$ cat src/rtl/pipe_hazard_ctrl_if.sv
// Hazard/sequencing bundle between the pipeline datapath and pipe_hazard_ctrl.
// master = datapath side (drives hazard info, consumes controls); slave = controller.
interface pipe_hazard_ctrl_if;
   logic [4:0]  id_rs1;
   logic [4:0]  id_rs2;
   logic        id_uses_rs1;
   logic        id_uses_rs2;
   logic [4:0]  ex_rd;
   logic        ex_memtoreg;
   logic        ex_reg_en;
   logic        ex_pcsrc;
   logic        mem_req;
   logic        mem_ready;
   logic        pc_en;
   logic        ifid_en;
   logic        idex_en;
   logic        exmem_en;
   logic        ifid_flush;
   logic        idex_bubble;
   logic        memwb_bubble;
   logic [1:0]  state;
   logic        mem_timeout;
   logic [31:0] stall_cnt;
   logic [31:0] flush_cnt;

   modport master (
      output id_rs1, id_rs2, id_uses_rs1, id_uses_rs2, ex_rd, ex_memtoreg,
             ex_reg_en, ex_pcsrc, mem_req, mem_ready,
      input  pc_en, ifid_en, idex_en, exmem_en, ifid_flush, idex_bubble,
             memwb_bubble, state, mem_timeout, stall_cnt, flush_cnt
   );

   modport slave (
      input  id_rs1, id_rs2, id_uses_rs1, id_uses_rs2, ex_rd, ex_memtoreg,
             ex_reg_en, ex_pcsrc, mem_req, mem_ready,
      output pc_en, ifid_en, idex_en, exmem_en, ifid_flush, idex_bubble,
             memwb_bubble, state, mem_timeout, stall_cnt, flush_cnt
   );
endinterface

$ cat src/rtl/pipe_hazard_ctrl.sv
// Five-stage pipe sequencer: load-use stall, EX branch flush, memory-wait freeze.
// Optional performance counters are built only when PIPE_PERF_EN is defined.
module pipe_hazard_ctrl #(
   parameter int unsigned LU_STALL_CYCLES = 1,
   parameter int unsigned MAX_WAIT        = 15
) (
   input logic              clock,
   input logic              reset_n,
   pipe_hazard_ctrl_if.slave bus
);
   localparam int unsigned STALL_W = 3;
   localparam int unsigned WAIT_W  = 8;
   localparam int unsigned CNT_W   = 32;

   typedef enum logic [1:0] {
      RUN      = 2'd0,
      LU_STALL = 2'd1,
      MEM_WAIT = 2'd2
   } state_t;

   state_t              state_q, state_d;
   logic [STALL_W-1:0]  stall_q, stall_d;
   logic [WAIT_W-1:0]   wait_q, wait_d;
   logic                timeout_q, timeout_d;

   logic lu_c, mem_wait_c;
   logic pc_en_c, ifid_en_c, idex_en_c, exmem_en_c;
   logic ifid_flush_c, idex_bubble_c, memwb_bubble_c;

   assign lu_c = bus.ex_memtoreg & bus.ex_reg_en & (bus.ex_rd != 5'd0) &
                 ((bus.id_uses_rs1 & (bus.id_rs1 == bus.ex_rd)) |
                  (bus.id_uses_rs2 & (bus.id_rs2 == bus.ex_rd)));
   assign mem_wait_c = bus.mem_req & ~bus.mem_ready;

   // State and counter registers
   always_ff @(posedge clock or negedge reset_n) begin
      if (!reset_n) begin
         state_q   <= RUN;
         stall_q   <= '0;
         wait_q    <= '0;
         timeout_q <= 1'b0;
      end else begin
         state_q   <= state_d;
         stall_q   <= stall_d;
         wait_q    <= wait_d;
         timeout_q <= timeout_d;
      end
   end

   // Next state and control outputs
   always_comb begin
      state_d        = state_q;
      stall_d        = stall_q;
      wait_d         = wait_q;
      timeout_d      = timeout_q;
      pc_en_c        = 1'b1;
      ifid_en_c      = 1'b1;
      idex_en_c      = 1'b1;
      exmem_en_c     = 1'b1;
      ifid_flush_c   = 1'b0;
      idex_bubble_c  = 1'b0;
      memwb_bubble_c = 1'b0;

      case (state_q)
         RUN: begin
            if (mem_wait_c) begin
               pc_en_c        = 1'b0;
               ifid_en_c      = 1'b0;
               idex_en_c      = 1'b0;
               exmem_en_c     = 1'b0;
               memwb_bubble_c = 1'b1;
               state_d        = MEM_WAIT;
               wait_d         = WAIT_W'(1);
               if (MAX_WAIT <= 1) timeout_d = 1'b1;
            end else if (bus.ex_pcsrc) begin
               ifid_flush_c  = 1'b1;
               idex_bubble_c = 1'b1;
            end else if (lu_c) begin
               pc_en_c       = 1'b0;
               ifid_en_c     = 1'b0;
               idex_bubble_c = 1'b1;
               if (LU_STALL_CYCLES > 1) begin
                  state_d = LU_STALL;
                  stall_d = STALL_W'(LU_STALL_CYCLES - 1);
               end
            end
         end
         LU_STALL: begin
            // A memory wait freezes the stall count without leaving the state
            if (mem_wait_c) begin
               pc_en_c        = 1'b0;
               ifid_en_c      = 1'b0;
               idex_en_c      = 1'b0;
               exmem_en_c     = 1'b0;
               memwb_bubble_c = 1'b1;
            end else begin
               pc_en_c       = 1'b0;
               ifid_en_c     = 1'b0;
               idex_bubble_c = 1'b1;
               stall_d       = stall_q - STALL_W'(1);
               if (stall_q <= STALL_W'(1)) state_d = RUN;
            end
         end
         MEM_WAIT: begin
            if (bus.mem_ready) begin
               state_d = RUN;
            end else begin
               pc_en_c        = 1'b0;
               ifid_en_c      = 1'b0;
               idex_en_c      = 1'b0;
               exmem_en_c     = 1'b0;
               memwb_bubble_c = 1'b1;
               if (wait_q != {WAIT_W{1'b1}}) wait_d = wait_q + WAIT_W'(1);
               if ((CNT_W'(wait_q) + CNT_W'(1)) >= MAX_WAIT) timeout_d = 1'b1;
            end
         end
         default: state_d = RUN;
      endcase

      // Hold the whole pipe empty while reset is asserted
      if (!reset_n) begin
         pc_en_c        = 1'b0;
         ifid_en_c      = 1'b0;
         idex_en_c      = 1'b0;
         exmem_en_c     = 1'b0;
         ifid_flush_c   = 1'b1;
         idex_bubble_c  = 1'b1;
         memwb_bubble_c = 1'b1;
      end
   end

   assign bus.pc_en        = pc_en_c;
   assign bus.ifid_en      = ifid_en_c;
   assign bus.idex_en      = idex_en_c;
   assign bus.exmem_en     = exmem_en_c;
   assign bus.ifid_flush   = ifid_flush_c;
   assign bus.idex_bubble  = idex_bubble_c;
   assign bus.memwb_bubble = memwb_bubble_c;
   assign bus.state        = state_q;
   assign bus.mem_timeout  = timeout_q;

`ifdef PIPE_PERF_EN
   logic [CNT_W-1:0] stall_cnt_q;
   logic [CNT_W-1:0] flush_cnt_q;

   // Free-running wrap-around event counters
   always_ff @(posedge clock or negedge reset_n) begin
      if (!reset_n) begin
         stall_cnt_q <= '0;
         flush_cnt_q <= '0;
      end else begin
         if (!pc_en_c)     stall_cnt_q <= stall_cnt_q + CNT_W'(1);
         if (ifid_flush_c) flush_cnt_q <= flush_cnt_q + CNT_W'(1);
      end
   end

   assign bus.stall_cnt = stall_cnt_q;
   assign bus.flush_cnt = flush_cnt_q;
`else
   assign bus.stall_cnt = '0;
   assign bus.flush_cnt = '0;
`endif
endmodule

$ cat src/flat_wrapper.sv
// flat-port wrapper written by rule: the top's interface ports become plain ports
module pipe_hazard_ctrl_flat 
#(
   parameter int unsigned LU_STALL_CYCLES = 1,
   parameter int unsigned MAX_WAIT        = 15
)
  (clock, reset_n, bus_id_rs1, bus_id_rs2, bus_id_uses_rs1, bus_id_uses_rs2, bus_ex_rd, bus_ex_memtoreg, bus_ex_reg_en, bus_ex_pcsrc, bus_mem_req, bus_mem_ready, bus_pc_en, bus_ifid_en, bus_idex_en, bus_exmem_en, bus_ifid_flush, bus_idex_bubble, bus_memwb_bubble, bus_state, bus_mem_timeout, bus_stall_cnt, bus_flush_cnt);
  pipe_hazard_ctrl_if bus_i ();
  input logic clock;
  input logic reset_n;
  input wire logic [$bits(bus_i.id_rs1)-1:0] bus_id_rs1;
  input wire logic [$bits(bus_i.id_rs2)-1:0] bus_id_rs2;
  input wire logic [$bits(bus_i.id_uses_rs1)-1:0] bus_id_uses_rs1;
  input wire logic [$bits(bus_i.id_uses_rs2)-1:0] bus_id_uses_rs2;
  input wire logic [$bits(bus_i.ex_rd)-1:0] bus_ex_rd;
  input wire logic [$bits(bus_i.ex_memtoreg)-1:0] bus_ex_memtoreg;
  input wire logic [$bits(bus_i.ex_reg_en)-1:0] bus_ex_reg_en;
  input wire logic [$bits(bus_i.ex_pcsrc)-1:0] bus_ex_pcsrc;
  input wire logic [$bits(bus_i.mem_req)-1:0] bus_mem_req;
  input wire logic [$bits(bus_i.mem_ready)-1:0] bus_mem_ready;
  output wire logic [$bits(bus_i.pc_en)-1:0] bus_pc_en;
  output wire logic [$bits(bus_i.ifid_en)-1:0] bus_ifid_en;
  output wire logic [$bits(bus_i.idex_en)-1:0] bus_idex_en;
  output wire logic [$bits(bus_i.exmem_en)-1:0] bus_exmem_en;
  output wire logic [$bits(bus_i.ifid_flush)-1:0] bus_ifid_flush;
  output wire logic [$bits(bus_i.idex_bubble)-1:0] bus_idex_bubble;
  output wire logic [$bits(bus_i.memwb_bubble)-1:0] bus_memwb_bubble;
  output wire logic [$bits(bus_i.state)-1:0] bus_state;
  output wire logic [$bits(bus_i.mem_timeout)-1:0] bus_mem_timeout;
  output wire logic [$bits(bus_i.stall_cnt)-1:0] bus_stall_cnt;
  output wire logic [$bits(bus_i.flush_cnt)-1:0] bus_flush_cnt;
  assign bus_i.id_rs1 = bus_id_rs1;
  assign bus_i.id_rs2 = bus_id_rs2;
  assign bus_i.id_uses_rs1 = bus_id_uses_rs1;
  assign bus_i.id_uses_rs2 = bus_id_uses_rs2;
  assign bus_i.ex_rd = bus_ex_rd;
  assign bus_i.ex_memtoreg = bus_ex_memtoreg;
  assign bus_i.ex_reg_en = bus_ex_reg_en;
  assign bus_i.ex_pcsrc = bus_ex_pcsrc;
  assign bus_i.mem_req = bus_mem_req;
  assign bus_i.mem_ready = bus_mem_ready;
  assign bus_pc_en = bus_i.pc_en;
  assign bus_ifid_en = bus_i.ifid_en;
  assign bus_idex_en = bus_i.idex_en;
  assign bus_exmem_en = bus_i.exmem_en;
  assign bus_ifid_flush = bus_i.ifid_flush;
  assign bus_idex_bubble = bus_i.idex_bubble;
  assign bus_memwb_bubble = bus_i.memwb_bubble;
  assign bus_state = bus_i.state;
  assign bus_mem_timeout = bus_i.mem_timeout;
  assign bus_stall_cnt = bus_i.stall_cnt;
  assign bus_flush_cnt = bus_i.flush_cnt;
  pipe_hazard_ctrl #(.LU_STALL_CYCLES(LU_STALL_CYCLES), .MAX_WAIT(MAX_WAIT)) u_core (.clock(clock), .reset_n(reset_n), .bus(bus_i));
endmodule
$ cat config.mk
export PLATFORM = sky130hd
export DESIGN_NAME = pipe_hazard_ctrl_flat
export DESIGN_NICKNAME = d
export VERILOG_FILES = /design/src/rtl/pipe_hazard_ctrl_if.sv /design/src/rtl/pipe_hazard_ctrl.sv /design/src/flat_wrapper.sv
export SDC_FILE = /design/constraint.sdc
export NUM_CORES = 1
export LEC_CHECK = 0
export CAP_MARGIN = 20
export CELL_PAD_IN_SITES_DETAIL_PLACEMENT = 0
export CELL_PAD_IN_SITES_GLOBAL_PLACEMENT = 1
export CORE_MARGIN = 3
export CORE_UTILIZATION = 25
export CTS_CLUSTER_SIZE = 10
export DETAILED_ROUTE_END_ITERATION = 10
export MAX_ROUTING_LAYER = met4
export PLACE_DENSITY_LB_ADDON = 0.1
export SYNTH_ARGS = -nofsm -noshare
export SYNTH_HDL_FRONTEND = slang
export SYNTH_SLANG_ARGS = --single-unit
$ cat constraint.sdc
create_clock -name clock -period 3.39 [get_ports clock]
set_input_delay 0.678 -clock clock [delete_from_list [all_inputs] [get_ports clock]]
set_output_delay 0.678 -clock clock [all_outputs]
set_load 0.05 [all_outputs]
==> impl_metrics.ini <==
[run_status]
run_status = completed

[layout]
diodes = 0
area_growth_pct = 18.0
n_fill_cell = 560
drive_gt1_share_pct = 10.3
layout.nets = 221

[sta]
fin_skew_ps = 4.76
setup_viol = 0
fmax_mhz = 328
relSlewSlack_pct = 66.6
hold_viol = 0
worst_pin_slew_ps = 500
setup_tns_ps = 0
rsz0062_at_grt = false
period_minus_slack_ps = 3050
hold_slack_ps = 516
drv_slew = 0
period_share_pct = 90.0

[min_path]
worstHoldPathType = register to register

[critical_path]
crit_fanout = 3
cp_top_family = compound AO/OA/AOI/OAI gates
cp_num_buf_inv = 2
path_cells = clkdlybuf4s50_1, or3_1, o311a_1, o21ai_0, o21a_1, buf_12
critPathMaxStageDelay_ps = 470
slowest_stage = clkdlybuf4s50_1
required_ps = 2710
critPathKind = input port to output pin
cp_data_arrival_time_ps = 2370
crit_path_start_kind = input port
endpoint_kind = output pin

[logic_synthesis]
synthArstFlopShare_pct = 100
synth.avg_cell_area_um2 = 8.19
netlist_instances = 161
synth.ff_latch_count = 10
synth_edf_count = 0
ys_seq_area_share_pct = 19.0
yosysMostFrequentCell = buf_4
ys.flop_type = dfrtp_1
synth_area_um2 = 1320
synth.largest_area_cell = buf_4
yosys-top-cells-area = buf_4 (38%), dfrtp_1 (19%), xor2_1 (5.3%), nand2_1 (3.1%), ha_1 (1.9%)
synth_commonest_cells = buf_4 (67), nand2_1 (11), dfrtp_1 (10)
synth_cell_types = 41
synth_top_area_share_pct = 38.1
ys_warn_count = 0

[clock_tree]
path_clk_slew_ps = 50
hold_buffers = 0
clkLatencyLatePin_ps = 240
cts_buffers = 3
cts_buffer_depth = 2
cts_resized = 0
clock-sinks = 10
cts_tree = done
htreeDepth = 1
postCtsSetupBuffers = 0
cts_root_buf = clkbuf_8

[floorplanning]
die_h_um = 78.6
rows = 25
core_region_area_um2 = 4910
io_pins = 98
initial_utilization_pct = 26.9
die_w_um = 78.6
die_area_um2 = 6180

[drt]
avgViaCountPerCell = 3.79
drtAntennaViolNets = 0
wl_per_cell_um = 11.3
route.vias.total = 988
first_iter_violations = 49
drc_errors = 0
wl_mm = 2.96
drt-pass1-iter-count = 4

[power_and_ir_drop]
p_sw_mw = 0.296
switching_share_pct = 49.0
power_frac_comb_pct = 50.6
p_int_mw = 0.308
pwr-share-clk_pct = 24.8
pwr-share-seq_pct = 24.5
leakagePower_nw = 0.734
power_density_nw_per_um2 = 388
ir_drop_mv = 0.121

[global_routing]
grt_max_degree = 13
grt_use_total_pct = 9.84
antenna_found_initial = 0
grt_pass1_vias = 870
grt_remaining_overflow = 0
grt_pass1_wl_mm = 4.79

[run]
drv_cap = 0

[placement]
gp_congestion = 0.754
hpwl_mm = 2.46
portBuffers = 32
-- metal layers --
metal,global-route usage (%),part of all wire (%)
met1,13.0,43
met4,1.57,0.24
met3,2.64,11
met2,15.4,46
met5,-,0
-- flip-flops by register name, indices dropped and copies added (netlist names) --
name,cells
u_core.wait_q,8
u_core.bus.mem_timeout,1
u_core.bus.state,1
-- worst paths after layout --
path	from	to	slack (ps)	cells past startpoint
max	bus_ex_rd[0]	bus_pc_en	340	6
min	u_core.wait_q[6]	u_core.wait_q[6]	520	1
max reg2reg	u_core.wait_q[1]	u_core.wait_q[5]	1700	5
min reg2reg	u_core.wait_q[6]	u_core.wait_q[6]	520	1
max in group asynchronous	reset_n	u_core.bus.state[1]	2450	2
min in group asynchronous	reset_n	u_core.wait_q[3]	790	2
-- final cells by class --
| class | instances | area (um^2) | share of cell area (%) |
|---|---|---|---|
| tap | 67 | 83.8 | 5.39 |
| multi-input combinational | 141 | 772 | 49.6 |
| clock buffer | 4 | 55.1 | 3.54 |
| timing repair buffer | 33 | 373 | 24.0 |
| sequential | 10 | 250 | 16.1 |
| inverter | 6 | 22.5 | 1.45 |
-- worst register-to-register path, cell delays in order, from the launching register on --
cell and delay, ps:
dfrtp_1 430, ha_1 270, and4_1 360, a31oi_4 170, nor3b_2 190, o21bai_1 150
-- placed cells by master, fill, tap and decap left out, types with 2 or more instances in the layout --
cell,count
conb_1,65
clkdlybuf4s50_1,25
nand2_1,11
dfrtp_1,10
xor2_1,8
inv_1,6
nor2_1,5
o21ai_0,5
buf_12,5
a21oi_1,4
o21ai_1,4
clkbuf_8,4
nor4_1,3
a31oi_1,3
buf_4,3
o21bai_1,2
xnor2_1,2
o211ai_1,2
nand3_1,2
ha_1,2
-- power groups by stage --
stage	combinational (mW)	clock [mW]	sequential, mW
after floorplan	0.294	0	0.148
after global placement	0.305	0	0.149
after detailed placement	0.305	0	0.150
after CTS	0.306	0.157	0.148
after global routing	0.324	0.161	0.151
final	0.306	0.150	0.148
-- logic make-up (layout without fill, tap and decap cells) --
family          count (synthesis)  in the layout  share of synthesized area, %
buf+inv                        74             43                          40.7
compound gates                 28             28                          16.0
xor+xnor                       10             10                          6.64
other cells                     1             65                         0.284
fa+ha+maj                       2              2                          1.90
simple gates                   35             35                          14.7
flops                          10             10                          19.0
mux                             1              1                         0.759
-- stage by stage --
stage / instance area (um^2) / std cells / setup WS [ps] / utilization, % / total power, mW
after floorplan: 1560 / 225 / 84.0 / - / 0.441
after global placement: 1500 / 257 / 312 / 30.6 / 0.454
after detailed placement: 1500 / 257 / 332 / 30.6 / 0.454
after CTS: 1560 / 261 / 316 / 31.7 / 0.611
after global routing: 1560 / 261 / 267 / 31.7 / 0.637
final: 1560 / 261 / 339 / 31.7 / 0.604
No activity file was read; power rests on OpenSTA's default activity.
